File: config.mk
export PLATFORM = sky130hd
export DESIGN_NAME = key_write_arbiter
export DESIGN_NICKNAME = d
export VERILOG_FILES = /design/src/rtl/key_write_arbiter.sv
export SDC_FILE = /design/constraint.sdc
export NUM_CORES = 1
export LEC_CHECK = 0
export BUFFER_PORTS_ARGS = -buffer_cell sky130_fd_sc_hd__buf_4
export CORE_ASPECT_RATIO = 0.7
export CORE_MARGIN = 2
export CORE_UTILIZATION = 45
export CTS_CLUSTER_DIAMETER = 30
export DETAILED_ROUTE_END_ITERATION = 16
export GPL_TIMING_DRIVEN = 0
export PLACE_DENSITY = 0.76
export SYNTH_ARGS = -nofsm -noshare
export SYNTH_HDL_FRONTEND = slang
export SYNTH_SLANG_ARGS = --single-unit
File: constraint.sdc
create_clock -name Clock -period 4.52 [get_ports Clock]
set_input_delay 0.904 -clock Clock [delete_from_list [all_inputs] [get_ports Clock]]
set_output_delay 0.904 -clock Clock [all_outputs]
set_load 0.02 [all_outputs]
File: src/rtl/key_write_arbiter.sv
// Shares one RAM write port between CPU writeback and a keyboard logger.
// The CPU always wins; buffered key codes are written as a code/count pair.
module key_write_arbiter #(
  parameter int                    DATA_WIDTH = 16,
  parameter int                    ADDR_WIDTH = 8,
  parameter logic [ADDR_WIDTH-1:0] KEY_ADDR   = 8'hF0,
  parameter int                    FIFO_DEPTH = 4
) (
  input  logic                  Clock,
  input  logic                  Reset,
  input  logic                  iCpuWe,
  input  logic [ADDR_WIDTH-1:0] iCpuAddr,
  input  logic [DATA_WIDTH-1:0] iCpuData,
  input  logic                  iKeyValid,
  input  logic [7:0]            iKeyCode,
  input  logic                  iOverflowClr,
  output logic                  oWe,
  output logic [ADDR_WIDTH-1:0] oAddr,
  output logic [DATA_WIDTH-1:0] oData,
  output logic                  oKeyBusy,
  output logic [2:0]            oFifoLevel,
  output logic                  oOverflow
);

  localparam int                    PTR_W    = (FIFO_DEPTH > 1) ? $clog2(FIFO_DEPTH) : 1;
  localparam logic [PTR_W-1:0]      PTR_LAST = PTR_W'(FIFO_DEPTH - 1);
  localparam logic [2:0]            LVL_FULL = 3'(FIFO_DEPTH);
  localparam logic [ADDR_WIDTH-1:0] CNT_ADDR = KEY_ADDR + ADDR_WIDTH'(1);

  typedef enum logic [1:0] {S_IDLE, S_CODE, S_COUNT} state_t;

  state_t           state_q, state_d;
  logic [7:0]       mem_q [FIFO_DEPTH];
  logic [PTR_W-1:0] wr_ptr_q, wr_ptr_d;
  logic [PTR_W-1:0] rd_ptr_q, rd_ptr_d;
  logic [2:0]       level_q, level_d;
  logic [15:0]      count_q, count_d;
  logic             ovf_q, ovf_d;

  logic pop, push_ok, drop;

  function automatic logic [PTR_W-1:0] ptr_next(input logic [PTR_W-1:0] p);
    return (p == PTR_LAST) ? '0 : p + PTR_W'(1);
  endfunction

  // A push at full is only accepted when the FSM frees a slot in the same cycle.
  always_comb begin
    pop     = (state_q == S_CODE) && !iCpuWe;
    push_ok = iKeyValid && ((level_q != LVL_FULL) || pop);
    drop    = iKeyValid && (level_q == LVL_FULL) && !pop;
  end

  always_comb begin
    wr_ptr_d = push_ok ? ptr_next(wr_ptr_q) : wr_ptr_q;
    rd_ptr_d = pop ? ptr_next(rd_ptr_q) : rd_ptr_q;
    case ({push_ok, pop})
      2'b10:   level_d = level_q + 3'd1;
      2'b01:   level_d = level_q - 3'd1;
      default: level_d = level_q;
    endcase
    count_d = ((state_q == S_COUNT) && !iCpuWe) ? count_q + 16'd1 : count_q;
    ovf_d   = drop ? 1'b1 : (iOverflowClr ? 1'b0 : ovf_q);
  end

  always_ff @(posedge Clock or posedge Reset) begin
    if (Reset) begin
      state_q  <= S_IDLE;
      wr_ptr_q <= '0;
      rd_ptr_q <= '0;
      level_q  <= '0;
      count_q  <= '0;
      ovf_q    <= 1'b0;
    end else begin
      state_q  <= state_d;
      wr_ptr_q <= wr_ptr_d;
      rd_ptr_q <= rd_ptr_d;
      level_q  <= level_d;
      count_q  <= count_d;
      ovf_q    <= ovf_d;
    end
  end

  always_ff @(posedge Clock) begin
    if (push_ok) mem_q[wr_ptr_q] <= iKeyCode;
  end

  // A CPU write stalls the FSM in place so the deferred key write is retried.
  always_comb begin
    state_d = state_q;
    case (state_q)
      S_IDLE:  if (level_q != 3'd0) state_d = S_CODE;
      S_CODE:  if (!iCpuWe) state_d = S_COUNT;
      S_COUNT: if (!iCpuWe) state_d = (level_q != 3'd0) ? S_CODE : S_IDLE;
      default: state_d = S_IDLE;
    endcase
  end

  always_comb begin
    oWe   = 1'b0;
    oAddr = '0;
    oData = '0;
    if (!Reset) begin
      if (iCpuWe) begin
        oWe   = 1'b1;
        oAddr = iCpuAddr;
        oData = iCpuData;
      end else if (state_q == S_CODE) begin
        oWe   = 1'b1;
        oAddr = KEY_ADDR;
        oData = DATA_WIDTH'(mem_q[rd_ptr_q]);
      end else if (state_q == S_COUNT) begin
        oWe   = 1'b1;
        oAddr = CNT_ADDR;
        oData = DATA_WIDTH'(count_q + 16'd1);
      end
    end
  end

  assign oKeyBusy   = (state_q != S_IDLE);
  assign oFifoLevel = level_q;
  assign oOverflow  = ovf_q;

endmodule

==> flow_summary.ini <==
[place]
placed_area_mm2 = 0.00378
gp_congestion = 0.851
portBuffers = 65
dp_hpwl_um = 5040
place_inst = 445
pre_cts_slack_ns = 0.689

[clock_tree]
clk_path_buf_depth = 2
clock_latency_ns = 0.34
hold_buffers = 0
clk_pin_slew_ns = 0.07
h-tree-depth = 3
cts.repair.resized = 0
cts.sinks = 58
cts_made_buffers = 9
clockRootBuffer = clkbuf_8
cts_tree = built
cts_setup_buffers = 0

[grt]
grt_pass1_wl_um = 11600
antenna_found_initial = 0
grt_usage_pct = 19.4
grt_overflow = 0
grt_pass1_vias = 2428
grt_max_degree = 32

[die]
initial_core_util_pct = 46.7
ios = 67
die_y_um = 74.2
die_area_mm2 = 0.00774
core_mm2 = 0.00679
rows = 25
die_x_um = 104

[synth]
ys_warn_count = 0
ys_ff_latch = 58
yosysUniqueCellTypes = 47
yosysMostFrequentCell = edfxtp_1
syn_area_per_cell_um2 = 11.1
synth.top_cells.by_count = edfxtp_1 (32), nand2_1 (29), dfrtp_1 (26)
synth_top_cell_area_share_pct = 30.3
synth_edf_count = 32
synth_area_leaders = edfxtp_1 (30%), dfrtp_1 (21%), ha_1 (4.7%), xor2_1 (4.4%), nand2_1 (3.4%)
async_flop_share_pct = 44.8
synth_top_area_cell = edfxtp_1
netlist_area_mm2 = 0.00317
synth_nets = 336
yosysSeqAreaShare_pct = 50.8
synthFlopType = edfxtp_1
syn_inst = 286

[drt]
drt_pass1_iterations = 4
drt_iter0_markers = 95
vias = 2397
drc = 0
wirelength_um = 6930
wl_per_cell_um = 15.0
via_per_inst = 5.20
ant_nets = 0

[cells_and_area]
syn2layout_area_growth_pct = 26.0
final_area_mm2 = 0.00400
stdcell_count = 461
nets = 412
diodes = 0
post-route-util_pct = 58.9
drive_above_1_share_pct = 26.4

[critical_path]
crit_path_start_kind = input port
crit_path_end_kind = output pin
critPathKind = input port to output pin
critical_path_required_ns = 3.62
critPathMaxFanout = 31
crit_arrival_ns = 2.91

[power_and_ir_drop]
p_leak_nw = 1.73
ir_drop_uv = 289
power.density_mw_per_mm2 = 504
power_mw = 2.01

[worst_hold_path]
hp-class = register to register

[status]
status = finished clean

[sta]
clock.fmax_mhz = 262
final-hold-violation-count = 0
tns_ns = 0
whs_ns = 0.516
setup_viol = 0
slew_violations = 0
worst_pin_slew_ns = 1.13
min_period_over_period_pct = 84.4
max_slew_margin_pct = 24.3
rsz0062_at_grt = false
worst_slack_ns = 0.705
fin_worst_skew_ns = 0.00689
finalCriticalPeriod_ns = 3.81

[run]
drv_cap = 0
[flip-flops by register name, indices dropped and copies added (netlist names)]
name        flops
mem_q          32
count_q        16
oFifoLevel      3
rd_ptr_q        2
state_q         2
wr_ptr_q        2
oOverflow       1
[power by group]
part / total, mW / switching (mW) / internal [mW]
combinational: 0.713 / 0.400 / 0.313
sequential: 0.775 / 0.0875 / 0.687
clock: 0.524 / 0.213 / 0.311
total: 2.01 / 0.700 / 1.31
[worst max-delay path, cell delays in order]
cell and delay (ns):
buf_4 0.12, clkbuf_1 0.25, inv_1 0.90, o21ai_0 0.27, a31oi_1 0.28, buf_4 0.19
[cells by family (layout without fill, tap and decap cells)]
logic type | count (synthesis) | after routing | share of synthesized area [%]
AOI/OAI and AO/OA | 39 | 39 | 8.17
adders and majority gates | 13 | 13 | 5.37
and+or+nand+nor | 102 | 102 | 16.5
xor gates and xnor gates | 25 | 25 | 6.91
DFF | 58 | 58 | 50.8
buffers and inverters | 32 | 113 | 5.09
muxes | 17 | 17 | 7.10
[routing by layer]
layer  track usage (%)  vias up  share of wire (%)
li1                  -     1176                  -
met5                 0        -                  0
met3              5.43       14                6.9
met1              24.3     1138                 45
met4              8.56        0                1.7
met2              32.4       69                 47
[area by class of cell]
class | instances | area [um2]
Sequential cell | 58 | 1610
Multi-Input combinational cell | 196 | 1400
Timing Repair Buffer | 65 | 488
Fill cell | 585 | 2790
Inverter | 16 | 60.1
Buffer | 16 | 101
Tap cell | 94 | 118
Clock inverter | 6 | 91.3
Clock buffer | 10 | 128
[worst paths after layout]
check / from / endpoint / slack (ns) / cells past startpoint
min in group asynchronous: Reset / count_q[7] / 1.21 / 3
max: Reset / oData[7] / 0.71 / 6
min reg2reg: count_q[15] / count_q[15] / 0.52 / 1
max reg2reg: state_q[1] / oFifoLevel[2] / 1.56 / 12
max in group asynchronous: Reset / count_q[5] / 2.62 / 3
min: count_q[15] / count_q[15] / 0.52 / 1
[cell usage in the layout (no fill, tap or decap), drive strengths merged, types with 5 or more instances in the layout]
cell type	n
buf	68
edfxtp	32
nand2	29
dfrtp	26
clkbuf	21
nor3	19
nor2	19
inv	16
xor2	16
ha	12
o21ai	9
mux2i	9
xnor2	9
nand3	8
o21a	6
o22ai	5
No activity file was read; power rests on OpenSTA's default activity.
